## src/rtl/phase_gate_deadtime.sv

```systemverilog
// phase_gate_deadtime: turns three 2-bit phase codes into six bridge gate
// drives. Each code is synchronized and must hold for two synchronized
// cycles before it becomes a leg target. A per-leg FSM inserts a fixed dead
// time between any switch turning off and any switch turning on.

module phase_gate_deadtime_chk (
    input  logic clk,
    input  logic rst_n,
    input  logic ah,
    input  logic al,
    input  logic bh,
    input  logic bl,
    input  logic ch,
    input  logic cl
);

    // Shoot-through guard: a leg must never have both switches on.
    assert property (@(posedge clk) disable iff (!rst_n) !(ah && al));
    assert property (@(posedge clk) disable iff (!rst_n) !(bh && bl));
    assert property (@(posedge clk) disable iff (!rst_n) !(ch && cl));

endmodule

module phase_gate_deadtime #(
    parameter int DEAD_CYCLES = 50,
    parameter int CNT_W       = 8
) (
    input  logic       clk,
    input  logic       rst_n,
    input  logic       enable,
    input  logic [1:0] a,
    input  logic [1:0] b,
    input  logic [1:0] c,
    output logic       ah,
    output logic       al,
    output logic       bh,
    output logic       bl,
    output logic       ch,
    output logic       cl,
    output logic       illegal_code,
    output logic       dead_active
);

    typedef enum logic [1:0] {
        ST_FLOAT = 2'd0,
        ST_HIGH  = 2'd1,
        ST_LOW   = 2'd2,
        ST_DEAD  = 2'd3
    } leg_state_t;

    localparam logic [1:0]       CODE_HIGH  = 2'b11;
    localparam logic [1:0]       CODE_LOW   = 2'b00;
    localparam logic [1:0]       CODE_FLOAT = 2'b01;
    localparam logic [1:0]       CODE_BAD   = 2'b10;
    localparam logic [CNT_W-1:0] CNT_LOAD   = CNT_W'(DEAD_CYCLES - 1);
    localparam logic [CNT_W-1:0] CNT_ZERO   = CNT_W'(0);
    localparam logic [CNT_W-1:0] CNT_ONE    = CNT_W'(1);

    logic [1:0] code_s [3];
    logic [2:0] gate_h_s;
    logic [2:0] gate_l_s;
    logic [2:0] dead_nx_s;
    logic [2:0] bad_load_s;
    logic       illegal_r;
    logic       dead_active_r;

    assign code_s[0] = a;
    assign code_s[1] = b;
    assign code_s[2] = c;

    for (genvar g = 0; g < 3; g++) begin : g_leg
        logic [1:0]       s1_r;
        logic [1:0]       s2_r;
        logic [1:0]       s3_r;
        logic [1:0]       tgt_r;
        logic [1:0]       eff_s;
        leg_state_t       state_r;
        leg_state_t       state_s;
        logic [CNT_W-1:0] cnt_r;
        logic [CNT_W-1:0] cnt_s;
        logic             h_r;
        logic             l_r;

        // Synchronize the code and accept it only once two synchronized samples agree.
        always_ff @(posedge clk) begin
            if (!rst_n) begin
                s1_r  <= CODE_FLOAT;
                s2_r  <= CODE_FLOAT;
                s3_r  <= CODE_FLOAT;
                tgt_r <= CODE_FLOAT;
            end else begin
                s1_r <= code_s[g];
                s2_r <= s1_r;
                s3_r <= s2_r;
                if (s2_r == s3_r) begin
                    tgt_r <= s2_r;
                end else begin
                    tgt_r <= tgt_r;
                end
            end
        end

        assign bad_load_s[g] = (s2_r == s3_r) && (s2_r == CODE_BAD);

        // Effective target: disabled drive or an illegal code both mean float.
        always_comb begin
            eff_s = CODE_FLOAT;
            if (!enable) begin
                eff_s = CODE_FLOAT;
            end else begin
                case (tgt_r)
                    CODE_HIGH: eff_s = CODE_HIGH;
                    CODE_LOW:  eff_s = CODE_LOW;
                    default:   eff_s = CODE_FLOAT;
                endcase
            end
        end

        // Leg FSM next state: every exit from a conducting state goes through DEAD.
        always_comb begin
            state_s = state_r;
            cnt_s   = cnt_r;
            case (state_r)
                ST_FLOAT: begin
                    if (eff_s == CODE_HIGH) begin
                        state_s = ST_HIGH;
                    end else if (eff_s == CODE_LOW) begin
                        state_s = ST_LOW;
                    end else begin
                        state_s = ST_FLOAT;
                    end
                end
                ST_HIGH: begin
                    if (eff_s != CODE_HIGH) begin
                        state_s = ST_DEAD;
                        cnt_s   = CNT_LOAD;
                    end else begin
                        state_s = ST_HIGH;
                    end
                end
                ST_LOW: begin
                    if (eff_s != CODE_LOW) begin
                        state_s = ST_DEAD;
                        cnt_s   = CNT_LOAD;
                    end else begin
                        state_s = ST_LOW;
                    end
                end
                ST_DEAD: begin
                    if (cnt_r == CNT_ZERO) begin
                        case (eff_s)
                            CODE_HIGH: state_s = ST_HIGH;
                            CODE_LOW:  state_s = ST_LOW;
                            default:   state_s = ST_FLOAT;
                        endcase
                    end else begin
                        cnt_s = cnt_r - CNT_ONE;
                    end
                end
                default: begin
                    state_s = ST_DEAD;
                    cnt_s   = CNT_LOAD;
                end
            endcase
        end

        // Leg state, dead-time counter and registered gate drives.
        always_ff @(posedge clk) begin
            if (!rst_n) begin
                state_r <= ST_DEAD;
                cnt_r   <= CNT_LOAD;
                h_r     <= 1'b0;
                l_r     <= 1'b0;
            end else begin
                state_r <= state_s;
                cnt_r   <= cnt_s;
                h_r     <= (state_s == ST_HIGH);
                l_r     <= (state_s == ST_LOW);
            end
        end

        assign gate_h_s[g]  = h_r;
        assign gate_l_s[g]  = l_r;
        assign dead_nx_s[g] = (state_s == ST_DEAD);
    end

    // Sticky illegal-code flag and dead-time status, aligned with the gates.
    always_ff @(posedge clk) begin
        if (!rst_n) begin
            illegal_r     <= 1'b0;
            dead_active_r <= 1'b1;
        end else begin
            illegal_r     <= illegal_r | (|bad_load_s);
            dead_active_r <= |dead_nx_s;
        end
    end

    assign ah           = gate_h_s[0];
    assign al           = gate_l_s[0];
    assign bh           = gate_h_s[1];
    assign bl           = gate_l_s[1];
    assign ch           = gate_h_s[2];
    assign cl           = gate_l_s[2];
    assign illegal_code = illegal_r;
    assign dead_active  = dead_active_r;

    phase_gate_deadtime_chk u_chk (
        .clk   (clk),
        .rst_n (rst_n),
        .ah    (ah),
        .al    (al),
        .bh    (bh),
        .bl    (bl),
        .ch    (ch),
        .cl    (cl)
    );

endmodule

```

## config.mk

```make
export PLATFORM = sky130hd
export DESIGN_NAME = phase_gate_deadtime
export DESIGN_NICKNAME = d
export VERILOG_FILES = /design/src/rtl/phase_gate_deadtime.sv
export SDC_FILE = /design/constraint.sdc
export NUM_CORES = 1
export LEC_CHECK = 0
export CORE_AREA = 10 10 82 84
export CTS_CLUSTER_SIZE = 28
export DETAILED_ROUTE_END_ITERATION = 10
export DIE_AREA = 0 0 92 94
export PLACE_DENSITY = 0.8
export SYNTH_ARGS = -nofsm -noshare
export SYNTH_HDL_FRONTEND = slang
export SYNTH_HIERARCHICAL = 1
export SYNTH_SLANG_ARGS = --single-unit
export TNS_END_PERCENT = 1
```

## constraint.sdc

```tcl
create_clock -name clk -period 5.3 [get_ports clk]
set_input_delay 1.06 -clock clk [delete_from_list [all_inputs] [get_ports clk]]
set_output_delay 1.06 -clock clk [all_outputs]
set_load 0.02 [all_outputs]
```

==> results of run 1 <==
[cells in the mapped netlist (3+ instances only)]
| cell type | instances |
|---|---|
| a21o_1 | 4 |
| a21oi_1 | 17 |
| a22oi_1 | 3 |
| and2_1 | 10 |
| and3_1 | 10 |
| and4b_1 | 3 |
| clkbuf_1 | 6 |
| dfxtp_1 | 62 |
| ha_1 | 10 |
| inv_1 | 16 |
| nand2_1 | 11 |
| nand2b_1 | 18 |
| nand3_1 | 10 |
| nand3b_1 | 4 |
| nor2_1 | 18 |
| nor3_1 | 8 |
| nor3b_1 | 5 |
| nor4_1 | 8 |
| nor4bb_1 | 3 |
| o21a_1 | 6 |
| o21ai_0 | 13 |
| o22ai_1 | 8 |
| o31ai_1 | 13 |
| or3_1 | 8 |
| or3_2 | 3 |
| or4_1 | 14 |
| xnor2_1 | 3 |
| xor2_1 | 3 |
[layout by cell type, fill, tap and decap left out, types with 2 or more instances in the layout]
| master | Yosys | layout |
|---|---|---|
| dfxtp_1 | 62 | 62 |
| nand2b_1 | 18 | 18 |
| nor2_1 | 18 | 18 |
| a21oi_1 | 17 | 17 |
| inv_1 | 16 | 16 |
| clkdlybuf4s50_1 | 0 | 16 |
| or4_1 | 14 | 14 |
| o21ai_0 | 13 | 13 |
| o31ai_1 | 13 | 13 |
| nand2_1 | 11 | 11 |
| and3_1 | 10 | 10 |
| nand3_1 | 10 | 10 |
| and2_1 | 10 | 10 |
| ha_1 | 10 | 10 |
| clkbuf_8 | 0 | 10 |
| o22ai_1 | 8 | 8 |
| nor4_1 | 8 | 8 |
| or3_1 | 8 | 8 |
| nor3_1 | 8 | 8 |
| o21a_1 | 6 | 6 |
| nor3b_1 | 5 | 5 |
| a21o_1 | 4 | 4 |
| nand3b_1 | 4 | 4 |
| xor2_1 | 3 | 3 |
| and4b_1 | 3 | 3 |
| xnor2_1 | 3 | 3 |
| a22oi_1 | 3 | 3 |
| or3_2 | 3 | 3 |
| nor4bb_1 | 3 | 3 |
| a221oi_1 | 2 | 2 |
| nor4b_1 | 2 | 2 |
| o31a_1 | 2 | 2 |
| or4b_2 | 2 | 2 |
| o221a_2 | 2 | 2 |
| clkinvlp_4 | 0 | 2 |
| buf_4 | 1 | 2 |
[through the flow]
stage | util (%) | instance area (µm²)
floorplan | - | 3000
detailed placement | 63.0 | 3200
global route | 66.9 | 3400
global placement | 63.0 | 3200
CTS | 66.9 | 3400
finish | 66.9 | 3400
[state kept, by name, summed over array words and instances (netlist names)]
name,flops
g_leg.tgt_r,6
g_leg.cnt_r,24
cl,1
illegal_code,1
g_leg.s1_r,6
g_leg.s3_r,6
ch,1
bl,1
bh,1
al,1
g_leg.s2_r,6
ah,1
g_leg.state_r,6
dead_active,1
[cells by family (layout without fill, tap and decap cells)]
| family | Yosys count | in the layout | synth area share, % |
|---|---|---|---|
| AO/OA/AOI/OAI | 83 | 83 | 18.8 |
| XOR/XNOR | 6 | 6 | 1.75 |
| adder cells (fa/ha/maj) | 10 | 10 | 4.18 |
| buffers and inverters | 27 | 50 | 4.09 |
| flip-flops | 62 | 62 | 41.4 |
| multiplexers | 1 | 1 | 0.334 |
| AND/OR/NAND/NOR | 143 | 143 | 29.4 |
[cell type report]
| cell class | instances | area, µm² |
|---|---|---|
| Multi-Input combinational cell | 243 | 1630 |
| Tap cell | 70 | 87.6 |
| Inverter | 16 | 60.1 |
| Timing Repair Buffer | 18 | 175 |
| Sequential cell | 62 | 1240 |
| Fill cell | 432 | 1680 |
| Clock inverter | 5 | 58.8 |
| Clock buffer | 11 | 141 |
[worst paths after layout]
path | from | to | slack, ns | cells past startpoint
setup reg to reg | g_leg[0].state_r[0]$_SDFF_PN1_ | g_leg[0].cnt_r[4]$_SDFFE_PN1P_ | 3.06 | 6
hold / removal | g_leg[2].s1_r[0]$_SDFF_PN1_ | g_leg[2].s2_r[0]$_SDFF_PN1_ | 0.41 | 1
setup / recovery | enable | g_leg[2].cnt_r[7]$_SDFFE_PN0P_ | 2.36 | 5
hold reg to reg | g_leg[2].s1_r[0]$_SDFF_PN1_ | g_leg[2].s2_r[0]$_SDFF_PN1_ | 0.41 | 1
[metal layers]
layer | vias to the layer above | part of all wire [%]
met2 | 47 | 48
li1 | 1282 | -
met3 | 11 | 3.9
met1 | 1223 | 46
met5 | - | 0
met4 | 0 | 2.2
[power by group through the flow]
stage | clock (W) | sequential (W) | combinational, W
2_1_floorplan | 0 | 0.000552 | 0.000180
3_3_place_gp | 0 | 0.000557 | 0.000227
3_5_place_dp | 0 | 0.000560 | 0.000235
4_1_cts | 0.000426 | 0.000550 | 0.000236
5_1_grt | 0.000446 | 0.000558 | 0.000265
6_report | 0.000417 | 0.000550 | 0.000237
==> key figures, run 1 <==
Outcome
  • Status: completed

Global routing
  • Vias in the first global route: 2378
  • Largest net degree at the start of global routing: 23
  • Met2 usage: 24.6%
  • Top Usage Layer GRT: met2
  • Routing usage on met1: 17.2%
  • GRT Total Usage: 14.8%
  • Antenna violations before repair: 0
  • Global-route wire length before repair: 10600 µm
  • M3 GR Usage: 3.20%
  • GRT overflow: 0

Drt
  • Vias per cell: 6.03
  • Routed Antenna Nets: 0
  • Number of vias in the routed layout: 2563
  • 1st-pass router iterations: 4
  • 1st-iter DRT viols: 114
  • DRC Markers: 0
  • Final WL: 6090 µm
  • WL per Instance: 14.3 µm

Min path
  • Hold Crit Class: flip-flop to flip-flop

CTS
  • Worst-path clk slew: 0.07 ns
  • Hold buffers post-CTS: 0
  • Total CTS buffers: 9
  • CTS H-tree lvls: 3
  • CTS max path bufs: 2
  • Root Buffer: clkbuf_8
  • Worst-Skew Late Latency: 0.35 ns
  • Post_cts resized: 0
  • Post-CTS Setup Inserts: 0
  • Sinks on Clock Net: 62
  • TritonCTS clock tree: done

Power and ir drop
  • Switching pwr: 0.000357 W
  • Tot Pwr: 0.00120 W
  • Pleak: 1.35 nW
  • Worst vdd ir: 260 µV
  • Clock power share: 34.6%
  • Flop pwr share: 45.7%
  • PwrDens: 354 mW/mm²
  • Sw Share: 29.7%
  • Combinational share of power: 19.7%
  • Cell Int Power: 0.000847 W

Synth
  • Synthesized Nets: 351
  • Mapped Cells: 332
  • Post-synth top area share: 41.4%
  • Post-synthesis sequential area ratio: 41.4%
  • Top post-synthesis cells by area: dfxtp_1 41%, ha_1 4.2%, nand2b_1 3.8%, or4_1 3.5%, o31ai_1 3.3%
  • Top FF cell, synth: dfxtp_1
  • Post-synth ARST share: 0%
  • Number of synthesized flops with an enable pin: 0
  • Ys Warns: 6
  • Flops & latches, synth: 62
  • Mean post-synth cell area: 9.02 µm²
  • Yosys cell types: 56
  • Syn Std Cell Area: 0.00300 mm²
  • Area leader, netlist: dfxtp_1

Floorplanning
  • Core Rows: 26
  • Initial Util: 59.0%
  • Die Y: 94 µm
  • Die Span X: 92 µm
  • Placeable Area: 0.00507 mm²
  • DIE AREA: 0.00865 mm²
  • I/O pin total: 17

Placement
  • Post-DP HPWL: 4220 µm
  • Port Buffers: 16
  • Placed Instances: 409
  • Pre-CTS setup slack: 2.02 ns
  • Routability cong.: 0.820

Layout
  • Fin cells: 425
  • Area delta synth->final: 13.4%
  • Fraction of layout cells with a size suffix above 1: 7.61%
  • Nets: 369
  • Final antenna diode count: 0

Timing
  • Setup TNS Final: 0 ns
  • Fin crit period: 2.94 ns
  • Final Max Tran Viols: 0
  • Setup ws final: 2.36 ns
  • Setup violators final: 0
  • Fmax: 0.340 GHz
  • Tightest Pin Transition: 0.772 ns
  • Period Utilization, post-route: 55.5%
  • RSZ-0062 raised after global routing: no
  • Worst Skew: 0.00691 ns
  • Hold Vio Cnt, Final: 0
  • Relative slew slack: 48.4%
  • Hold slack final: 0.412 ns

Critical path
  • Critical Path RT: 5.57 ns
  • Worst path cell trace: clkdlybuf4s50_1, and4b_1, or3_1, or4_1, a21oi_1
  • Buffer and inverter count on the worst path: 1
  • Setup crit end kind: flip-flop
  • Crit path max-delay family: simple AND/OR/NAND/NOR gates
  • Arr. time, crit path: 3.22 ns
  • Critical Path Source Type: input pin
  • Critical path peak fanout: 14
  • Crit-path max cell delay: 0.60 ns
  • WS Path Type: input pin to flip-flop
  • CP max-delay cell: clkdlybuf4s50_1

Flow run
  • Max cap viols: 0
Power figures use the tool's default switching activity.
==> run 2, diff against run 1 <==
--- a/config.mk
+++ b/config.mk
@@ -5,11 +5,11 @@
 export SDC_FILE = /design/constraint.sdc
 export NUM_CORES = 1
 export LEC_CHECK = 0
-export CORE_AREA = 10 10 82 84
+export CORE_AREA = 10 10 83 85
 export CTS_CLUSTER_SIZE = 28
 export DETAILED_ROUTE_END_ITERATION = 10
-export DIE_AREA = 0 0 92 94
-export PLACE_DENSITY = 0.8
+export DIE_AREA = 0 0 93 95
+export PLACE_DENSITY = 0.79
 export SYNTH_ARGS = -nofsm -noshare
 export SYNTH_HDL_FRONTEND = slang
 export SYNTH_HIERARCHICAL = 1
==> constraint.sdc (replaced) <==
create_clock -name clk -period 2.95 [get_ports clk]
set_input_delay 0.59 -clock clk [delete_from_list [all_inputs] [get_ports clk]]
set_output_delay 0.59 -clock clk [all_outputs]
set_load 0.02 [all_outputs]
==> run 2 against run 1 <==
Non-clock buffer count is 6 higher. First-iteration DRC count is 34% higher. Clock power is 63% higher. Via count is 0.90% lower. Critical endpoint is now g_leg[2].cnt_r[3]$_SDFFE_PN0P_. Highest routed layer unchanged.
==> key figures, run 2 (same netlist as run 1, synthesis figures left out) <==
Outcome
  • Status: completed (unchanged)

Drt
  • 1st-pass router iterations: 4 (unchanged)
  • Final WL: 6030 µm (was 6090 µm)
  • Number of vias in the routed layout: 2540 (was 2563)
  • Routed Antenna Nets: 0 (unchanged)
  • Vias per cell: 5.87 (was 6.03)
  • DRC Markers: 0 (unchanged)
  • 1st-iter DRT viols: 153 (was 114)
  • WL per Instance: 13.9 µm (was 14.3 µm)

CTS
  • CTS max path bufs: 2 (unchanged)
  • Worst-Skew Late Latency: 0.34 ns (was 0.35 ns)
  • Total CTS buffers: 9 (unchanged)
  • Post_cts resized: 0 (unchanged)
  • Sinks on Clock Net: 62 (unchanged)
  • Post-CTS Setup Inserts: 0 (unchanged)
  • Hold buffers post-CTS: 0 (unchanged)
  • Worst-path clk slew: 0.08 ns (was 0.07 ns)
  • TritonCTS clock tree: done (unchanged)
  • Root Buffer: clkbuf_8 (unchanged)
  • CTS H-tree lvls: 3 (unchanged)

Timing
  • Fmax: 0.433 GHz
  • Setup violators final: 0 (unchanged)
  • Hold Vio Cnt, Final: 0 (unchanged)
  • Setup TNS Final: 0 ns (unchanged)
  • Fin crit period: 2.31 ns
  • Hold slack final: 0.410 ns (was 0.412 ns)
  • RSZ-0062 raised after global routing: no (unchanged)
  • Tightest Pin Transition: 0.630 ns (was 0.772 ns)
  • Period Utilization, post-route: 78.3%
  • Relative slew slack: 57.4% (was 48.4%)
  • Final Max Tran Viols: 0 (unchanged)
  • Worst Skew: 0.00740 ns (was 0.00691 ns)

Layout
  • Most flop-heavy register: g_leg.cnt_r (unchanged)
  • Final antenna diode count: 0 (unchanged)
  • Nets: 375 (was 369)
  • Fraction of layout cells with a size suffix above 1: 9.42% (was 7.61%)
  • Finished Cell Area: 0.00342 mm² (was 0.00340 mm²)
  • Most frequent cells in the layout: 62 x dfxtp_1, 18 x nand2b_1, 18 x nor2_1 (unchanged)
  • Commonest non-fill, non-tap cell in the layout: dfxtp_1 (unchanged)
  • Largest register FFs: 24 (unchanged)
  • Area delta synth->final: 14.3% (was 13.4%)

Floorplanning
  • Initial Util: 56.1% (was 59.0%)
  • Die Span X: 93 µm (was 92 µm)
  • Die Y: 95 µm (was 94 µm)
  • Placeable Area: 0.00534 mm² (was 0.00507 mm²)
  • I/O pin total: 17 (unchanged)
  • DIE AREA: 0.00884 mm² (was 0.00865 mm²)
  • Core Rows: 27 (was 26)

Power and ir drop
  • Worst vdd ir: 399 µV (was 260 µV)
  • PwrDens: 611 mW/mm² (was 354 mW/mm²)
  • Pleak: 1.38 nW (was 1.35 nW)

Placement
  • Cell Area, Placed: 0.00324 mm² (was 0.00320 mm²)
  • Port Buffers: 16 (unchanged)
  • Post-DP HPWL: 4360 µm (was 4220 µm)
  • Routability cong.: 0.866 (was 0.820)

Critical path
  • Critical Path Source Type: input pin (unchanged)
  • Setup crit end kind: flip-flop (unchanged)
  • Critical Path RT: 3.22 ns (was 5.57 ns)
  • WS Path Type: input pin to flip-flop (unchanged)
  • Arr. time, crit path: 2.58 ns (was 3.22 ns)
  • Critical path peak fanout: 14 (unchanged)

Global routing
  • Antenna violations before repair: 0 (unchanged)
  • Largest net degree at the start of global routing: 23 (unchanged)
  • Vias in the first global route: 2442 (was 2378)
  • GRT Total Usage: 14.8% (about the same)
  • GRT overflow: 0 (unchanged)
  • Global-route wire length before repair: 10800 µm (was 10600 µm)

Flow run
  • Max cap viols: 0 (unchanged)

Min path
  • Hold Crit Class: flip-flop to flip-flop (unchanged)
## run 2: cell types whose count changed in the layout (fill, tap and decap cells not counted)
cell,delta
clkinvlp_4,-2
inv_6,+2
clkbuf_8,-1
bufinv_16,-1
buf_4,+6
clkbuf_1,-1
clkinv_4,+3
## run 2: final cells by class
cell class / instances / area, µm²
Fill cell: 475 / 1910
Multi-Input combinational cell: 243 / 1630
Sequential cell: 62 / 1240
Timing Repair Buffer: 24 / 220
Clock buffer: 9 / 124
Tap cell: 72 / 90.1
Inverter: 16 / 60.1
Clock inverter: 7 / 57.6
## run 2: path summary, 6_finish.rpt
path | slack (ns) | from | to | cells after the start
max | 0.64 | enable | g_leg[2].cnt_r[3]$_SDFFE_PN0P_ | 5
min | 0.41 | g_leg[2].s1_r[0]$_SDFF_PN1_ | g_leg[2].s2_r[0]$_SDFF_PN1_ | 1
max reg2reg | 0.70 | g_leg[0].state_r[1]$_SDFF_PN1_ | g_leg[0].cnt_r[7]$_SDFFE_PN0P_ | 7
min reg2reg | 0.41 | g_leg[2].s1_r[0]$_SDFF_PN1_ | g_leg[2].s2_r[0]$_SDFF_PN1_ | 1
## run 2: where the power goes
part	internal (W)	leakage [nW]	total, W	switching, W
sequential	0.000910	0.507	0.000987	0.0000764
clock	0.000314	0.0942	0.000681	0.000366
combinational	0.000199	0.775	0.000426	0.000227
total	0.00142	1.38	0.00209	0.000670
## run 2: critical path, stage by stage
cell and delay (ns):
clkdlybuf4s50_1 0.50, and4b_1 0.25, or3_1 0.55, or4_1 0.53, a21oi_1 0.15
## run 2: per-stage QoR
| step | utilization, % | power (W) | worst slack (ns) | cells |
|---|---|---|---|---|
| floorplan | - | 0.00132 | 1.02 | 332 |
| global placement | 60.8 | 0.00141 | 0.342 | 417 |
| detailed placement | 60.8 | 0.00143 | 0.290 | 417 |
| CTS | 64.2 | 0.00211 | 0.658 | 433 |
| global route | 64.2 | 0.00223 | 0.436 | 433 |
| finish | 64.2 | 0.00209 | 0.641 | 433 |
## run 2: metal layers
| metal | GRT usage (%) | share of wire (%) | vias up |
|---|---|---|---|
| met5 | 0 | 0 | - |
| met4 | 5.91 | 1.5 | 0 |
| met3 | 4.84 | 4.1 | 6 |
| met2 | 23.5 | 47 | 44 |
| met1 | 18.2 | 48 | 1195 |
| li1 | - | - | 1295 |
==> RTL change, RTL diff (settings of run 2) <==
Change the parameter `DEAD_CYCLES` from 50 to 25.
--- a/src/rtl/phase_gate_deadtime.sv
+++ b/src/rtl/phase_gate_deadtime.sv
@@ -24,3 +24,3 @@
 module phase_gate_deadtime #(
-    parameter int DEAD_CYCLES = 50,
+    parameter int DEAD_CYCLES = 25,
     parameter int CNT_W       = 8
Behaviour: no difference found for any inputs over 10 cycles, from zero or initial values and one cycle with rst_n low; that may be too few to reach the edited logic, so the function may still have changed.
==> RTL change against run 2 <==
Non-clock buffer count decreased by 2. Final area decreased by 0.11%. Sequential cell count unchanged. Synthesized area increased by 0.63%. Die area unchanged. Setup slack got worse by 0.16 ns. Wire length decreased by 2.5%. Utilization decreased by 0.070 points. Total power increased by 11%. Worst hold slack got worse by 0.0031 ns. Combinational power increased by 54%. Final cell count decreased by 0.46%. Largest cell class unchanged. Highest routed layer unchanged.
==> RTL change: results (changes against run 2) <==
cells_and_area:
  fin_nets: 374  # -0.27%
  regMostFlops: "g_leg.cnt_r"
  layout-drive-gt1-share_pct: 8.64  # -0.78 points
setup_path:
  cp_max_fo: 17  # +3
  rr_worst_depth: 4  # -3
  reg2reg_slack_ns: 0.87  # +0.17 ns
  rr_startpoint: "g_leg[2].cnt_r[2]"
  r2r_end: "g_leg[2].cnt_r[4]"
  slowest_delay_ns: 0.59  # +0.04 ns
  critPathCapture: "g_leg[1].cnt_r[7]"
  crit_arrival_ns: 2.73  # +0.15 ns
power_and_ir_drop:
  vdd_ir_drop_max_v: 0.000401  # +0.55%
  power_leakage_nw: 1.35  # -1.7%
synthesis:
  syn_nets: 356  # +1.4%
  synth_compound_area_share_pct: 18.5  # -0.28 points
  synth_seq_area_share_pct: 41.2  # -0.26 points
  yosys-top-cells-area: "dfxtp_1 (41%), ha_1 (4.2%), nand2b_1 (3.5%)"
  synthAdderAreaFrac_pct: 4.15  # -0.026 points
  synth-xor-area-share_pct: 1.74  # -0.011 points
  synth.top_cells.by_count: "dfxtp_1 (62), a21oi_1 (17), nand2b_1 (17)"
  synth_mux_area_share_pct: 0.996  # +0.66 points
global_route:
  grt_max_degree: 38  # +65%
  grt_usage_pct: 14.2  # -0.68 points
  grt_pass1_wl_um: 10200  # -4.8%
timing:
  finClkSkew_ns: 0.00640  # -0.000998 ns
  fmax_mhz: 405  # -6.4%
  tightest_slew_ns: 0.769  # +0.138 ns
routing:
  first_pass_iters: 4  # unchanged
  first_iter_violations: 172  # +12%
  wl_met2_um: 2770  # -1.6%
  wl_per_cell_um: 13.6  # -2.1%
  met3_length_um: 209  # -15%
  vias: 2490  # -2.0%
  met1Wirelength_um: 2830  # -2.1%
clock_tree:
  cts_setup_buffers: 0  # unchanged
  path_clk_slew_ns: 0.06  # -0.02 ns
  cts_root_buf: "clkbuf_8"
  ctsHtreeMaxLevel: 3  # unchanged
placement:
  place_ws_ns: 0.155  # -0.135 ns
  gp_congestion: 0.881  # +1.7%
  dp_hpwl_um: 4160  # -4.5%
status:
  outcome: "finished, final reports clean"
hold_path:
  hold_start: "g_leg[1].s1_r[0]"
[RTL change: changes by cell type after synthesis, moves of 3 or more]
cell      before  now
and3_1        10    6
buf_2          2    5
clkbuf_1       6   10
nand3b_1       4    1
o21ai_0       13   16
o31ai_1       13   10
or3_1          8   16
or3_2          3    0
[RTL change: where the power goes]
part	internal, W	switching, W	total [W]	leakage (nW)
combinational	0.000300	0.000356	0.000656	0.766
sequential	0.000928	0.0000881	0.00102	0.508
clock	0.000322	0.000334	0.000656	0.0804
[RTL change: area by class of cell]
class                           instances  area, sq um  area share [%]
Clock inverter                          5         36.3            1.06
Multi-Input combinational cell        244         1650            48.2
Timing Repair Buffer                   22          205            6.00
Sequential cell                        62         1240            36.3
Clock buffer                           10          138            4.02
Tap cell                               72         90.1            2.63
Inverter                               16         60.1            1.76
[RTL change: logic make-up (layout without fill, tap and decap cells)]
family | Yosys count | in the layout
muxes | 3 | 3
and+or+nand+nor | 142 | 142
buffers and inverters | 31 | 53
adders and majority gates | 10 | 10
DFF | 62 | 62
xor gates and xnor gates | 6 | 6
AOI/OAI and AO/OA | 83 | 83
[RTL change: metrics by stage]
step | util [%] | cells
floorplan | - | 337
global route | 64.1 | 431
CTS | 64.1 | 431
detailed placement | 60.8 | 416
finish | 64.1 | 431
global placement | 60.8 | 416
[RTL change: per-layer routing]
layer / up-vias / track usage, %
met5: - / 0
met2: 41 / 23.0
met1: 1152 / 17.3
li1: 1290 / -
met4: 0 / 4.63
met3: 7 / 4.84
[RTL change: worst min path at each step]
stage / endpoint / slack, ns / cells after the start
2_1_floorplan: g_leg[0].s2_r[0] / 0.39 / 1
3_5_place_dp: g_leg[1].s2_r[0] / 0.39 / 1
3_3_place_gp: g_leg[0].s2_r[0] / 0.39 / 1
4_1_cts: g_leg[1].s2_r[0] / 0.41 / 1
6_report: g_leg[1].s2_r[0] / 0.41 / 1
5_1_grt: g_leg[0].s2_r[0] / 0.43 / 1
